[src/rtl/inst_fetch_pkg.sv]
// Shared types and constants for the instruction fetch unit and its queue.
package inst_fetch_pkg;

    localparam int   ADDR_W = 32;
    localparam logic True   = 1'b1;
    localparam logic False  = 1'b0;

    typedef enum logic [1:0] {
        IF_IDLE = 2'd0,
        IF_BUSY = 2'd1,
        IF_DROP = 2'd2
    } if_state_e;

    typedef struct packed {
        logic [ADDR_W-1:0] pc;
        logic [31:0]       inst;
    } iq_entry_t;

endpackage

[src/rtl/inst_fetch_queue.sv]
// Synchronous FIFO of fetched {pc, inst} pairs; flush beats push and pop.
module inst_queue
    import inst_fetch_pkg::*;
#(
    parameter int DEPTH = 4
) (
    input  logic                   clk,
    input  logic                   i_rst,
    input  logic                   i_push,
    input  iq_entry_t              i_push_data,
    input  logic                   i_pop,
    input  logic                   i_flush,
    output logic [$clog2(DEPTH):0] o_count,
    output logic                   o_valid,
    output iq_entry_t              o_head
);

    localparam int PTR_W = $clog2(DEPTH);

    iq_entry_t          r_mem [DEPTH];
    logic [PTR_W-1:0]   r_wr_ptr;
    logic [PTR_W-1:0]   r_rd_ptr;
    logic [PTR_W:0]     r_count;

    always_ff @(posedge clk) begin
        if (!i_rst) begin
            r_wr_ptr <= '0;
            r_rd_ptr <= '0;
            r_count  <= '0;
        end else if (i_flush) begin
            r_wr_ptr <= '0;
            r_rd_ptr <= '0;
            r_count  <= '0;
        end else begin
            if (i_push) r_wr_ptr <= r_wr_ptr + PTR_W'(1);
            if (i_pop)  r_rd_ptr <= r_rd_ptr + PTR_W'(1);
            case ({i_push, i_pop})
                2'b10:   r_count <= r_count + (PTR_W+1)'(1);
                2'b01:   r_count <= r_count - (PTR_W+1)'(1);
                default: r_count <= r_count;
            endcase
        end
    end

    // NOTE: storage has no reset; the empty-masked head below gives zeros after reset.
    always_ff @(posedge clk) begin
        if (i_push && !i_flush) r_mem[r_wr_ptr] <= i_push_data;
    end

    assign o_count = r_count;
    assign o_valid = (r_count != '0);
    assign o_head  = o_valid ? r_mem[r_rd_ptr] : '0;

endmodule

[src/rtl/inst_fetch.sv]
// Instruction fetch unit: one outstanding fetch to mem_ctrl, results queued for decode.
module inst_fetch
    import inst_fetch_pkg::*;
#(
    parameter int                QUEUE_DEPTH = 4,
    parameter logic [ADDR_W-1:0] RESET_PC    = '0
) (
    input  logic              clk,
    input  logic              rst,
    input  logic              rdy,
    output logic              inst_IF_req,
    output logic [ADDR_W-1:0] inst_IF_addr,
    input  logic              inst_IF_flag,
    input  logic [31:0]       inst_IF,
    output logic              iq_valid,
    output logic [31:0]       iq_inst,
    output logic [ADDR_W-1:0] iq_pc,
    input  logic              iq_ready,
    input  logic              jump_flag,
    input  logic [ADDR_W-1:0] jump_pc
);

    localparam int CNT_W = $clog2(QUEUE_DEPTH) + 1;

    if_state_e          r_state;
    if_state_e          w_next_state;
    logic [ADDR_W-1:0]  r_fetch_pc;
    logic [ADDR_W-1:0]  r_addr;
    logic               r_first;
    logic               w_flag_ok;
    logic               w_room;
    logic               w_push;
    logic               w_q_push;
    logic               w_q_pop;
    logic               w_q_flush;
    logic [CNT_W-1:0]   w_count;
    iq_entry_t          w_head;
    iq_entry_t          w_push_data;

    // The first cycle of a transaction may still see the previous transaction's flag.
    assign w_flag_ok = inst_IF_flag && !r_first;
    assign w_room    = (w_count < CNT_W'(QUEUE_DEPTH));

    always_comb begin
        // NOTE: defaults first so every path assigns every output; no latches.
        w_next_state = r_state;
        w_push       = False;
        case (r_state)
            IF_IDLE: begin
                if (!jump_flag && w_room) w_next_state = IF_BUSY;
            end
            IF_BUSY: begin
                if (w_flag_ok) begin
                    w_next_state = IF_IDLE;
                    w_push       = jump_flag ? False : True;
                end else if (jump_flag) begin
                    w_next_state = IF_DROP;
                end
            end
            IF_DROP: begin
                if (w_flag_ok) w_next_state = IF_IDLE;
            end
            default: w_next_state = IF_IDLE;
        endcase
    end

    always_ff @(posedge clk) begin
        if (!rst) begin
            r_state    <= IF_IDLE;
            r_fetch_pc <= RESET_PC;
            r_addr     <= RESET_PC;
            r_first    <= 1'b0;
        end else if (rdy) begin
            r_state <= w_next_state;
            r_first <= (r_state == IF_IDLE) && (w_next_state == IF_BUSY);
            if ((r_state == IF_IDLE) && (w_next_state == IF_BUSY)) r_addr <= r_fetch_pc;
            if (jump_flag)   r_fetch_pc <= jump_pc;
            else if (w_push) r_fetch_pc <= r_fetch_pc + ADDR_W'(4);
        end
    end

    // A jump voids a same-cycle pop; a frozen pipeline accepts nothing.
    assign w_q_push    = rdy && w_push;
    assign w_q_pop     = rdy && iq_valid && iq_ready && !jump_flag;
    assign w_q_flush   = rdy && jump_flag;
    assign w_push_data = '{pc: r_fetch_pc, inst: inst_IF};

    inst_queue #(
        .DEPTH (QUEUE_DEPTH)
    ) u_queue (
        .clk         (clk),
        .i_rst       (rst),
        .i_push      (w_q_push),
        .i_push_data (w_push_data),
        .i_pop       (w_q_pop),
        .i_flush     (w_q_flush),
        .o_count     (w_count),
        .o_valid     (iq_valid),
        .o_head      (w_head)
    );

    assign inst_IF_req  = (r_state != IF_IDLE);
    assign inst_IF_addr = r_addr;
    assign iq_inst      = w_head.inst;
    assign iq_pc        = w_head.pc;

endmodule

[config.mk]
export PLATFORM = sky130hd
export DESIGN_NAME = inst_fetch
export DESIGN_NICKNAME = d
export VERILOG_FILES = /design/src/rtl/inst_fetch_pkg.sv /design/src/rtl/inst_fetch_queue.sv /design/src/rtl/inst_fetch.sv
export SDC_FILE = /design/constraint.sdc
export NUM_CORES = 1
export LEC_CHECK = 0
export BUFFER_PORTS_ARGS = -buffer_cell sky130_fd_sc_hd__buf_2
export CAP_MARGIN = 10
export CORE_MARGIN = 2
export CORE_UTILIZATION = 30
export DETAILED_ROUTE_END_ITERATION = 10
export PLACE_DENSITY = 0.48
export SETUP_SLACK_MARGIN = 0.4
export SLEW_MARGIN = 25
export SYNTH_ARGS = -nofsm -noshare
export SYNTH_HDL_FRONTEND = slang
export SYNTH_SLANG_ARGS = --single-unit
[constraint.sdc]
create_clock -name clk -period 3.3 [get_ports clk]
set_clock_uncertainty 0.15 [all_clocks]
set_input_delay 0.66 -clock clk [delete_from_list [all_inputs] [get_ports clk]]
set_output_delay 0.66 -clock clk [all_outputs]
set_load 0.005 [all_outputs]
### Yosys cells after proc, flatten, opt, wreduce, memory -nomap -nowiden

Memories as Yosys holds them, arrays and structs flattened. A register that Yosys moved wholly into a read port is not among the register bits.
Cells that the tools add are included.

* output and inout bits: 98
* memories: 1
* memory bits (writable): 256
* bits in registers: 74

Memory list
* u_queue.r_mem: words 4, bits a word 64, read ports 1, clocked after memory_dff 1, wr ports 1, RTL line inst_fetch_queue.sv:20 `iq_entry_t r_mem [DEPTH];`

* bitwise logic cells: 1
* reduce and logical (&&, ||, !) cells: 20
* mux-type cells: 16
* equal/unequal tests: 5
* add/subtract/negate cells: 5
* order comparisons: 1

Operators by type and width (count)
* 32-bit 2-to-1 mux: 2
* 64-bit 2-to-1 mux: 1
* 32-bit by 3-bit adder with 32-bit output, second input constant: 1
* 2-bit 2-to-1 mux: 6
* 1-bit logical AND: 9
* 2-bit by 1-bit equality test with 1-bit output, second input constant: 3
* 2-bit one-hot mux with 3 select lines: 1
* 3-bit one-hot mux with 2 select lines: 1
* 2-bit nonzero test: 3
* 1-bit 2-to-1 mux: 5
* 2-bit by 1-bit adder with 2-bit output, second input constant: 2
* 2-bit equality test, second input constant: 2
* 2-bit AND reduction: 2
* 3-bit by 1-bit adder with 3-bit output, second input constant: 1
* 1-bit zero test: 3
* 3-bit less-than comparator, second input constant: 1
* 3-bit nonzero test: 1
* 3-bit by 1-bit subtractor with 3-bit output, second input constant: 1
* 2-bit zero test: 1
* 2-bit OR reduction: 1
* 1-bit NOT: 1

### Logic depth before layout (Yosys ltp)

Gate-level depths: netlist (run 1).

* word-level depth: 8
* gate-level depth with buffers: 10
* gate-level depth less buffers: 9

### Cells and area by module

A second synthesis (run 1) with hierarchy kept.

* cell total of the unflattened synthesis: 864
* area total of the unflattened synthesis: 13479.2 um^2

By module, submodules not included
* inst_queue: instances 1, sequential area each 7867.5 um^2, cells an instance 453, area each 10176.0 um^2
* inst_fetch: instances 1, sequential area each 1341.3 um^2, cells an instance 411, area each 3303.2 um^2

### Worst setup path before layout (run 1)

OpenSTA, ideal clock, no wires.

* path kind: input -> register
* start: input port inst_IF_flag
* end: memory u_queue.r_mem[0][0] (netlist name) (enable)
* cell stages on the path: 3
* setup slack: 0.055 ns
* library setup time: 0.429 ns
* path buffers: 1
* data arrival time: 2.666 ns
* cells stage by stage: nor4bb_1 -> clkbuf_1 -> and3_1

* word-level cells in the longest chain between the ends: 7

Ends and longest elaborated chain
* from (decl): RTL line inst_fetch.sv:13 `input logic inst_IF_flag,`
* 1-bit logical AND: RTL line inst_fetch.sv:41 `assign w_flag_ok = inst_IF_flag && !r_first;`
* 1-bit 2-to-1 mux: RTL line inst_fetch.sv:53 `if (w_flag_ok) begin`
* 1-bit 2-to-1 mux: RTL line inst_fetch.sv:48 `case (r_state)`
* 1-bit logical AND: RTL line inst_fetch.sv:83 `assign w_q_push = rdy && w_push;`
* 1-bit logical AND: RTL line inst_fetch_queue.sv:47 `if (i_push && !i_flush) r_mem[r_wr_ptr] <= i_push_data;`
* 1-bit 2-to-1 mux: RTL line inst_fetch_queue.sv:47
* 1-bit 2-to-1 mux (implied by the code): RTL line inst_fetch_queue.sv:47
* to (decl): RTL line inst_fetch_queue.sv:20

No other way between the ends.

==> results of run 1 <==
[layout make-up]
class / count / area [um^2] / share of cell area
Clock inverter: 11 / 128.9 / 0.007723
Clock buffer: 56 / 1102 / 0.06606
Tap cell: 592 / 740.7 / 0.04439
Multi-Input combinational cell: 512 / 4046 / 0.2425
Timing Repair Buffer: 210 / 1395 / 0.08361
Inverter: 15 / 56.30 / 0.003374
Sequential cell: 332 / 9216 / 0.5523
[per-stage QoR]
| step | area, um^2 | power (uW) | cells |
|---|---|---|---|
| after global routing | 16690 | 9430 | 1728 |
| after global placement | 15250 | 5009 | 1653 |
| final | 16690 | 9106 | 1728 |
| after detailed placement | 15250 | 5012 | 1653 |
| after floorplan | 13530 | 4832 | 921 |
| after CTS | 16510 | 9247 | 1722 |
[registers in the layout (all words and copies together), names as in the netlist, named ones only]
register,count
u_queue.r_mem,256
inst_IF_addr,32
r_fetch_pc,32
u_queue.o_count,3
r_state,2
u_queue.r_rd_ptr,2
u_queue.r_wr_ptr,2
r_first,1
[power breakdown]
part | internal [uW] | total [uW] | switching [uW]
sequential | 4540 | 4620 | 78.8
clock | 2540 | 4180 | 1640
combinational | 118 | 305 | 188
total | 7200 | 9110 | 1900
[placed cells by master (no fill, tap or decap), types with 26 or more instances in the layout]
cell                          n
sky130_fd_sc_hd__clkbuf_16   45
sky130_fd_sc_hd__mux4_2      64
sky130_fd_sc_hd__buf_4       26
sky130_fd_sc_hd__dfxtp_1     74
sky130_fd_sc_hd__edfxtp_1   256
sky130_fd_sc_hd__nand2_1     95
sky130_fd_sc_hd__and2_1      64
sky130_fd_sc_hd__buf_2      166
sky130_fd_sc_hd__nor2_1      31
sky130_fd_sc_hd__a21oi_1     57
[worst min path at each step]
stage,slack [ns],cells after the start,start,end
after floorplan,0.30,2,inst_IF_addr[0]$_SDFFE_PN0P_,inst_IF_addr[0]$_SDFFE_PN0P_
after global placement,0.29,2,inst_IF_addr[22]$_SDFFE_PN0P_,inst_IF_addr[22]$_SDFFE_PN0P_
after detailed placement,0.29,2,inst_IF_addr[13]$_SDFFE_PN0P_,inst_IF_addr[13]$_SDFFE_PN0P_
after CTS,0.15,1,inst_IF[22],u_queue.r_mem[3][22]$_DFFE_PP_
after global routing,0.17,1,inst_IF[2],u_queue.r_mem[1][2]$_DFFE_PP_
final,0.19,1,inst_IF[16],u_queue.r_mem[0][16]$_DFFE_PP_
[logic make-up after synthesis]
logic type / synth area share
compound gates: 0.06233
simple gates: 0.1167
buf+inv: 0.02275
xor+xnor: 0.003237
fa+ha+maj: 0.007028
flops: 0.6807
mux: 0.1073
[synth_stat cells (all sizes together) (4+ instances only)]
cell    number
and4         9
a211oi       4
mux4        64
inv         14
o22ai        4
clkbuf      49
ha           6
a31oi        9
nor4         7
nand2       95
buf         13
and3        12
o21ai       21
nand4       19
edfxtp     256
a22oi        4
nor3        14
o211ai       5
a21oi       57
or3          7
dfxtp       76
a211o        4
nor2        31
nand3       20
and2        69
[per-layer routing]
layer  wire length, um  vias up
met1             16680     4192
met5                 0        -
met2             15840      250
li1                  -     3928
met3              1687       45
met4               654        0
[repair_timing]
action                                  in CTS  in global routing
setup buffers                                2                  2
endpoints found under the setup margin      64                 52
cloned                                       0                  4
hold buffers                                 0                  0
resized for setup                            4                 12
==> run summary, run 1 <==
STATUS
----------------------------------------------------------------------------------
Outcome ............................................................. finished clean

STA
----------------------------------------------------------------------------------
Number of max-slew violations in the final report ...................            0
Final Hold Viols ....................................................            0
Worst hold slack across all endpoints ...............................    0.1927 ns
RSZ-0062 raised after global routing ................................         true
Final cycle utilization of the critical path ........................       0.8764
Minimum clock period ................................................     2.892 ns
Peak Freq ...........................................................   0.3458 GHz
Least setup slack across all paths after layout .....................    0.4080 ns
Transition time at the pin with the least slew margin ...............    0.6914 ns
Final setup TNS .....................................................         0 ns
Normalized max-slew margin ..........................................       0.5390
Endpoints failing setup .............................................            0

WORST SETUP PATH
----------------------------------------------------------------------------------
Critical Path RT ....................................................      2.49 ns
Endpoint of the lowest-slack register-to-register path .............. r_fetch_pc[22]$_SDFFE_PN0P_
Family of cells with the greatest summed delay on the critical path . multiplexers
Count of buffer and inverter cells on the critical path .............            3
Start of the worst register-to-register path ........................ r_fetch_pc[3]$_SDFFE_PN0P_
Worst-path cell with the longest stage delay ........................ sky130_fd_sc_hd__mux4_2
Max stage delay on crit path ........................................      0.57 ns
Kind of start point of the critical path ............................     register
Category of the worst setup path capture point ...................... primary output
Critical path start-end classification .............................. register to primary output
Reg2reg path depth ..................................................            6
Worst Path Arrival ..................................................      2.08 ns
Logic depth of the worst path, buffers included .....................            5
Biggest fanout along the worst timing path ..........................            7
Register-to-register setup slack ....................................      0.87 ns
Endpoint of the most critical setup path ............................    iq_pc[19]
Critical Path, Cell by Cell ......................................... buf_12, buf_16, mux4_2, and2_1, buf_2

ROUTING
----------------------------------------------------------------------------------
Total iterations of the first detailed-routing run ..................            5
Average wire per cell in the routed design ..........................     20.18 um
# DRC ...............................................................            0
Routed wire length ..................................................     34.87 mm
Vias ................................................................        8,415
Number of routed nets with antenna violations .......................            0
Number of DRC markers after the initial detailed-route iteration ....          585
Detailed-route vias per instance ....................................        4.870

FLOW RUN
----------------------------------------------------------------------------------
Number of max-cap violations ........................................            0

GLOBAL ROUTE
----------------------------------------------------------------------------------
Overflow left after global routing ..................................            0
First-pass GRT wire length ..........................................     53.06 mm
Busiest layer in global routing .....................................         met2
Overall global routing resource usage ...............................       0.1483
Fraction of met3 tracks used by global routing ......................      0.02653
Met1 capacity usage during global routing ...........................       0.2117
Number of global-route vias before repair ...........................        8,545
Number of antenna violations at the first check in global routing ...            3
Largest net degree at the start of global routing ...................           69
Met2 GRT Util .......................................................       0.2309

FINISH
----------------------------------------------------------------------------------
Fin util ............................................................       0.3757
Number of nets in the final layout ..................................        1,187
Synth-to-Final Area Change ..........................................       23.33%
Fill cells ..........................................................        4,229
Diode insertion count for antenna repair ............................            0
Fraction of final layout cells with drive strength greater than 1 ...       0.3037

POWER
----------------------------------------------------------------------------------
Power density over the cells ........................................ 545.7 nW/um^2
Max IR drop VDD .....................................................  0.0003418 V
Static Leakage ......................................................  0.005739 uW

SYNTH
----------------------------------------------------------------------------------
Mean post-synth cell area ...........................................   14.69 um^2
Distinct cells, synth ...............................................           59
Post-synth EDFFs ....................................................          256
Fraction of synthesis flops using an asynchronous set or reset pin ..            0
Largest area contributor in the synthesized netlist ................. sky130_fd_sc_hd__edfxtp_1
Most instantiated flip-flop cell in the synthesis netlist ........... sky130_fd_sc_hd__edfxtp_1
Proportion of synthesized chip area in sequential cells .............       0.6807
Area of the mapped netlist ..........................................  13,530 um^2
#FFs+latches synth ..................................................          332
Yosys synthesis warning count .......................................            0
Area share of the largest cell type after synthesis .................       0.5682
Cell count after synthesis ..........................................          921
Syn nets ............................................................          998
Main area contributors after synthesis .............................. sky130_fd_sc_hd__edfxtp_1 57%, sky130_fd_sc_hd__dfxtp_1 11%, sky130_fd_sc_hd__mux4_2 11%

CLOCKING
----------------------------------------------------------------------------------
CTS tree ............................................................        built
Clock tree sinks ....................................................          332
Number of clock buffers inserted by TritonCTS .......................           39
Clock insertion delay at the later pin of the skew report ...........      0.54 ns
Clock-pin slew on the worst setup and hold paths ....................      0.06 ns
Worst-case clock buffer depth .......................................            3
Clock root cell ..................................................... sky130_fd_sc_hd__clkbuf_16
H-Tree Level Count ..................................................            2

FLOORPLANNING
----------------------------------------------------------------------------------
Core area ...........................................................  44,410 um^2
Number of primary I/O pins ..........................................          168
Floorplan die height ................................................     216.4 um
Die span in x .......................................................     216.4 um
Die area ............................................................  46,810 um^2
Number of placement rows ............................................           77
Initial core utilization ............................................       0.3046

PLACED DESIGN
----------------------------------------------------------------------------------
DP Worst Slack ......................................................    0.5186 ns
Routability congestion estimate .....................................       0.7660
Half-perimeter wire length after placement ..........................     21.65 mm
Number of buffers inserted by port buffering ........................          167

MIN PATH
----------------------------------------------------------------------------------
Path category of the worst min-delay check .......................... input pin to register

Power figures use the tool's default switching activity.
==> inputs of run 2 (changes only) <==
--- a/config.mk
+++ b/config.mk
@@ -8,9 +8,9 @@
 export BUFFER_PORTS_ARGS = -buffer_cell sky130_fd_sc_hd__buf_2
 export CAP_MARGIN = 10
 export CORE_MARGIN = 2
-export CORE_UTILIZATION = 30
+export CORE_UTILIZATION = 40
 export DETAILED_ROUTE_END_ITERATION = 10
-export PLACE_DENSITY = 0.48
+export PLACE_DENSITY = 0.65
 export SETUP_SLACK_MARGIN = 0.4
 export SLEW_MARGIN = 25
 export SYNTH_ARGS = -nofsm -noshare
==> run summary, run 2 (same netlist as run 1, synthesis figures left out) <==
PLACED DESIGN
----------------------------------------------------------------------------------
Number of buffers inserted by port buffering ........................          167   unchanged
Half-perimeter wire length after placement ..........................     20.19 mm   -6.8%
Dpl cells ...........................................................        1,511   -8.6%
Routability congestion estimate .....................................       0.8413   +9.8%

WORST SETUP PATH
----------------------------------------------------------------------------------
Register-to-register setup slack ....................................      0.85 ns   -0.02 ns
Critical Path, Cell by Cell ......................................... buf_12, buf_16, mux4_2, and2_1, buf_2
Critical Path RT ....................................................      2.49 ns   about the same
Biggest fanout along the worst timing path ..........................            6   -1
Category of the worst setup path capture point ...................... primary output
Worst-path cell with the longest stage delay ........................ sky130_fd_sc_hd__mux4_2
Count of buffer and inverter cells on the critical path .............            3   unchanged
Worst Path Arrival ..................................................      2.04 ns   -0.04 ns
Start of the worst register-to-register path ........................ r_fetch_pc[4]$_SDFFE_PN0P_
Kind of start point of the critical path ............................     register
Family of cells with the greatest summed delay on the critical path . multiplexers
Endpoint of the lowest-slack register-to-register path .............. r_fetch_pc[22]$_SDFFE_PN0P_
Critical path start-end classification .............................. register to primary output
Reg2reg path depth ..................................................            4   -2
Max stage delay on crit path ........................................      0.55 ns   -0.02 ns

STA
----------------------------------------------------------------------------------
Final setup TNS .....................................................         0 ns   unchanged
RSZ-0062 raised after global routing ................................         true
Transition time at the pin with the least slew margin ...............    0.6874 ns   -0.004065 ns
Peak Freq ...........................................................   0.3508 GHz   +1.4%
Number of max-slew violations in the final report ...................            0   unchanged
Normalized max-slew margin ..........................................       0.5417   +0.002710
Minimum clock period ................................................     2.851 ns   -0.04131 ns
Endpoints failing setup .............................................            0   unchanged
Final cycle utilization of the critical path ........................       0.8638   -0.01252
Final Hold Viols ....................................................            0   unchanged

FLOORPLANNING
----------------------------------------------------------------------------------
Number of primary I/O pins ..........................................          168   unchanged
Core area ...........................................................  33,450 um^2   -25%
Die span in x .......................................................     187.9 um   -13%
Floorplan die height ................................................     187.9 um   -13%
Die area ............................................................  35,310 um^2   -25%
Number of placement rows ............................................           67   -13%
Initial core utilization ............................................       0.4045   +0.09986

CLOCKING
----------------------------------------------------------------------------------
H-Tree Level Count ..................................................            2   unchanged
Number of clock buffers inserted by TritonCTS .......................           37   -5.1%
Worst-case clock buffer depth .......................................            3   unchanged
Clock insertion delay at the later pin of the skew report ...........      0.51 ns   -0.03 ns
Clock-pin slew on the worst setup and hold paths ....................      0.06 ns   about the same
Clock tree sinks ....................................................          332   unchanged
CTS tree ............................................................        built
Clock root cell ..................................................... sky130_fd_sc_hd__clkbuf_16

ROUTING
----------------------------------------------------------------------------------
Number of routed nets with antenna violations .......................            0   unchanged
# DRC ...............................................................            0   unchanged
Average wire per cell in the routed design ..........................     20.14 um   -0.21%
Vias ................................................................        8,537   +1.4%
Detailed-route vias per instance ....................................        5.373   +10%
Number of DRC markers after the initial detailed-route iteration ....          902   +54%
Routed wire length ..................................................     32.00 mm   -8.2%
Total iterations of the first detailed-routing run ..................            6   +1

GLOBAL ROUTE
----------------------------------------------------------------------------------
Number of global-route vias before repair ...........................        8,477   -0.80%
Largest net degree at the start of global routing ...................           69   unchanged
Overall global routing resource usage ...............................       0.1800   +0.03168
Overflow left after global routing ..................................            0   unchanged
First-pass GRT wire length ..........................................     49.49 mm   -6.7%
Number of antenna violations at the first check in global routing ...            0   -3

POWER
----------------------------------------------------------------------------------
Static Leakage ......................................................  0.005766 uW   +0.48%
Max IR drop VDD .....................................................  0.0003608 V   +5.6%
Power density over the cells ........................................ 553.4 nW/um^2   +1.4%

MIN PATH
----------------------------------------------------------------------------------
Worst Hold Depth ....................................................            1   unchanged
Worst hold path endpoint ............................................ u_queue.r_mem[2][0]$_DFFE_PP_
Path category of the worst min-delay check .......................... input pin to register
Hold path start .....................................................   inst_IF[0]

FINISH
----------------------------------------------------------------------------------
Most used cells in the layout excluding fill and tap cells .......... 256 x sky130_fd_sc_hd__edfxtp_1, 167 x sky130_fd_sc_hd__buf_2, 95 x sky130_fd_sc_hd__nand2_1, 74 x sky130_fd_sc_hd__dfxtp_1, 69 x sky130_fd_sc_hd__and2_1
Fill cells ..........................................................        2,865   -32%
Most common library cell in the layout ignoring fill and taps ....... sky130_fd_sc_hd__edfxtp_1
Number of nets in the final layout ..................................        1,188   +0.084%
Number of flip-flops in the largest register ........................          256   unchanged
Fraction of final layout cells with drive strength greater than 1 ...       0.3044   +0.0006888
Synth-to-Final Area Change ..........................................       22.29%
Register ranked first by flip-flop count ............................ u_queue.r_mem
Finished Layout Cells ...............................................        1,589   -8.0%

FLOW RUN
----------------------------------------------------------------------------------
Number of max-cap violations ........................................            0   unchanged

STATUS
----------------------------------------------------------------------------------
Outcome ............................................................. finished clean

-- run 2: what timing repair did --
action                                  in CTS  in global routing
hold buffers                                 0                  0
setup buffers                                4                  2
endpoints found under the setup margin      64                 49
gates cloned                                 2                  1
gates resized for setup                      8                  5
-- run 2: per-stage QoR --
| stage | hold slack, ns | total power [uW] | cell area (um^2) | setup slack, ns | util |
|---|---|---|---|---|---|
| floorplan | 0.3027 | 4832 | 13530 | 0.7315 | - |
| global placement | 0.2933 | 4995 | 15070 | 0.4830 | 0.4505 |
| detailed placement | 0.2963 | 5001 | 15070 | 0.4846 | 0.4505 |
| CTS | 0.1934 | 9253 | 16480 | 0.3672 | 0.4928 |
| global route | 0.2013 | 9450 | 16540 | 0.3905 | 0.4946 |
| finish | 0.2157 | 9156 | 16540 | 0.4494 | 0.4946 |
-- run 2: worst max path at each step --
stage | startpoint | endpoint | slack, ns | cells past startpoint
after global placement | rdy | u_queue.o_count[2]$_SDFFE_PP0P_ | 0.48 | 9
after global routing | register | iq_pc[8] | 0.39 | 5
after floorplan | inst_IF_flag | u_queue.o_count[2]$_SDFFE_PP0P_ | 0.73 | 10
after detailed placement | rdy | u_queue.o_count[2]$_SDFFE_PP0P_ | 0.48 | 9
after CTS | register | iq_inst[24] | 0.37 | 4
final | register | iq_pc[14] | 0.45 | 5
-- run 2: area by class of cell --
class,instances,area [um^2],area share
inverters,15,56.30,0.003403
multi-input cells,512,4034,0.2438
clock inverters,19,251.5,0.01520
clock buffers,49,1017,0.06148
diodes,1,2.502,0.0001513
repair buffers,213,1406,0.08500
flip-flops and latches,332,9216,0.5571
well taps,448,560.5,0.03388
-- run 2: per-layer routing --
metal,share of wire,GRT usage
met5,0,0
met4,0.018,0.04724
met3,0.059,0.03069
met2,0.46,0.2840
met1,0.46,0.2598
-- run 2: report_power, final --
group          total (uW)  internal, uW  switching (uW)
clock                4240          2650            1590
sequential           4620          4540            83.9
combinational         296           116             180
-- run 2: worst register-to-register path, cell delays in order, from the launching register on --
cell	delay [ns]
sky130_fd_sc_hd__dfxtp_1	0.71
sky130_fd_sc_hd__nand4_4	0.31
sky130_fd_sc_hd__or4_4	0.64
sky130_fd_sc_hd__or4_1	0.49
sky130_fd_sc_hd__nand3_1	0.09
==> inputs of run 3 (changes only) <==
--- a/config.mk
+++ b/config.mk
@@ -10,6 +10,7 @@
 export CORE_MARGIN = 2
 export CORE_UTILIZATION = 40
 export DETAILED_ROUTE_END_ITERATION = 10
+export MAX_ROUTING_LAYER = met4
 export PLACE_DENSITY = 0.65
 export SETUP_SLACK_MARGIN = 0.4
 export SLEW_MARGIN = 25
==> run summary, run 3 (same netlist as run 1, synthesis figures left out) <==
WORST SETUP PATH
--------------------------------------------------------------------------------
Biggest fanout along the worst timing path ........................            6   unchanged
Category of the worst setup path capture point .................... primary output
Start of the worst register-to-register path ...................... r_fetch_pc[4]$_SDFFE_PN0P_
Critical Path RT ..................................................      2.49 ns   about the same
Register-to-register setup slack ..................................      0.86 ns   about the same
Worst Path Arrival ................................................      2.04 ns   about the same
Reg2reg path depth ................................................            4   unchanged
Critical path start-end classification ............................ register to primary output
Kind of start point of the critical path ..........................     register
Endpoint of the lowest-slack register-to-register path ............ r_fetch_pc[22]$_SDFFE_PN0P_

STA
--------------------------------------------------------------------------------
Normalized max-slew margin ........................................       0.5573   +0.01550
Endpoints failing setup ...........................................            0   unchanged
Final Hold Viols ..................................................            0   unchanged
Final setup TNS ...................................................         0 ns   unchanged
RSZ-0062 raised after global routing ..............................         true
Peak Freq .........................................................   0.3510 GHz   about the same
Minimum clock period ..............................................     2.849 ns   -0.001518 ns
Least setup slack across all paths after layout ...................    0.4509 ns   +0.001518 ns
Final cycle utilization of the critical path ......................       0.8634   about the same
Number of max-slew violations in the final report .................            0   unchanged
Transition time at the pin with the least slew margin .............    0.6641 ns   -0.02325 ns

GLOBAL ROUTE
--------------------------------------------------------------------------------
Overflow left after global routing ................................            0   unchanged
First-pass GRT wire length ........................................     49.49 mm   unchanged
Number of antenna violations at the first check in global routing .            0   unchanged
Largest net degree at the start of global routing .................           69   unchanged
Overall global routing resource usage .............................       0.1854   +0.005372
Number of global-route vias before repair .........................        8,474   -0.035%

MIN PATH
--------------------------------------------------------------------------------
Worst hold path endpoint .......................................... u_queue.r_mem[2][0]$_DFFE_PP_
Hold path start ...................................................   inst_IF[0]
Path category of the worst min-delay check ........................ input pin to register
Worst Hold Depth ..................................................            1   unchanged

PLACED DESIGN
--------------------------------------------------------------------------------
Half-perimeter wire length after placement ........................     20.19 mm   unchanged
Number of buffers inserted by port buffering ......................          167   unchanged
DP Worst Slack ....................................................    0.4846 ns   unchanged
Routability congestion estimate ...................................       0.8544   +1.6%

POWER
--------------------------------------------------------------------------------
Total chip power ..................................................      9153 uW   about the same
Max IR drop VDD ...................................................  0.0003621 V   +0.34%
Static Leakage ....................................................  0.005766 uW   unchanged
Power density over the cells ...................................... 553.3 nW/um^2   about the same

FINISH
--------------------------------------------------------------------------------
Fill cells ........................................................        2,865   unchanged
Number of nets in the final layout ................................        1,188   unchanged
Fraction of final layout cells with drive strength greater than 1 .       0.3044   unchanged
Number of flip-flops in the largest register ......................          256   unchanged
Synth-to-Final Area Change ........................................       22.29%   unchanged
Register ranked first by flip-flop count .......................... u_queue.r_mem
Most common library cell in the layout ignoring fill and taps ..... sky130_fd_sc_hd__edfxtp_1
Most used cells in the layout excluding fill and tap cells ........ 256 x sky130_fd_sc_hd__edfxtp_1, 167 x sky130_fd_sc_hd__buf_2, 95 x sky130_fd_sc_hd__nand2_1, 74 x sky130_fd_sc_hd__dfxtp_1, 69 x sky130_fd_sc_hd__and2_1

ROUTING
--------------------------------------------------------------------------------
Vias ..............................................................        8,536   -0.012%
Total iterations of the first detailed-routing run ................            6   unchanged
Routed wire length ................................................     32.01 mm   about the same
Average wire per cell in the routed design ........................     20.14 um   about the same
Number of DRC markers after the initial detailed-route iteration ..          986   +9.3%
Number of routed nets with antenna violations .....................            0   unchanged
Detailed-route vias per instance ..................................        5.372   about the same
# DRC .............................................................            0   unchanged

CLOCKING
--------------------------------------------------------------------------------
Worst-case clock buffer depth .....................................            3   unchanged
Clock root cell ................................................... sky130_fd_sc_hd__clkbuf_16
H-Tree Level Count ................................................            2   unchanged
Clock-pin slew on the worst setup and hold paths ..................      0.06 ns   about the same
Clock insertion delay at the later pin of the skew report .........      0.51 ns   about the same
Number of clock buffers inserted by TritonCTS .....................           37   unchanged
CTS tree ..........................................................        built
Clock tree sinks ..................................................          332   unchanged

FLOORPLANNING
--------------------------------------------------------------------------------
Die area ..........................................................  35,310 um^2   unchanged
Number of placement rows ..........................................           67   unchanged
Initial core utilization ..........................................       0.4045   unchanged
Number of primary I/O pins ........................................          168   unchanged
Core area .........................................................  33,450 um^2   unchanged
Floorplan die height ..............................................     187.9 um   unchanged
Die span in x .....................................................     187.9 um   unchanged

STATUS
--------------------------------------------------------------------------------
Outcome ........................................................... finished clean

FLOW RUN
--------------------------------------------------------------------------------
Number of max-cap violations ......................................            0   unchanged

-- run 3: area by class of cell --
cell class	instances	area, um^2	area share
multi-input combinational	512	4034	0.2438
clock inverter	19	251.5	0.01520
timing repair buffer	213	1406	0.08500
clock buffer	49	1017	0.06148
inverter	15	56.30	0.003403
sequential	332	9216	0.5571
tap	448	560.5	0.03388
antenna	1	2.502	0.0001513
-- run 3: metrics by stage --
stage | hold slack [ns] | cell area [um^2] | utilization | std cells
floorplan | 0.3027 | 13530 | - | 921
global placement | 0.2933 | 15070 | 0.4505 | 1511
detailed placement | 0.2963 | 15070 | 0.4505 | 1511
CTS | 0.1934 | 16480 | 0.4928 | 1585
global route | 0.2002 | 16540 | 0.4946 | 1588
finish | 0.2153 | 16540 | 0.4946 | 1589
-- run 3: critical path, stage by stage, from the launching register on --
cell and delay, ns:
sky130_fd_sc_hd__dfxtp_4 0.39, sky130_fd_sc_hd__buf_12 0.16, sky130_fd_sc_hd__buf_16 0.14, sky130_fd_sc_hd__mux4_2 0.55
sky130_fd_sc_hd__and2_1 0.18, sky130_fd_sc_hd__buf_2 0.12
-- run 3: worst max path at each step --
stage / to / slack (ns) / cells past startpoint
CTS: iq_inst[24] / 0.37 / 4
detailed placement: u_queue.o_count[2]$_SDFFE_PP0P_ / 0.48 / 9
global placement: u_queue.o_count[2]$_SDFFE_PP0P_ / 0.48 / 9
finish: iq_pc[14] / 0.45 / 5
floorplan: u_queue.o_count[2]$_SDFFE_PP0P_ / 0.73 / 10
global route: iq_pc[8] / 0.39 / 5
-- run 3: metal layers --
metal	global-route usage	wire length (um)
met5	-	0
met4	0.04724	592
met3	0.02864	1927
met2	0.2839	14670
met1	0.2608	14820
-- run 3: timing repair --
action | in CTS | in global routing
cloned | 2 | 1
setup endpoints to repair | 64 | 49
buffers inserted | 4 | 2
resized for setup | 8 | 5
hold endpoints to repair | 0 | 0
hold buffers | 0 | 0
-- run 3: power breakdown --
part	total (uW)	switching (uW)	internal (uW)
registers	4630	85.0	4540
logic	296	180	116
clock network	4230	1580	2650
total	9150	1850	7300
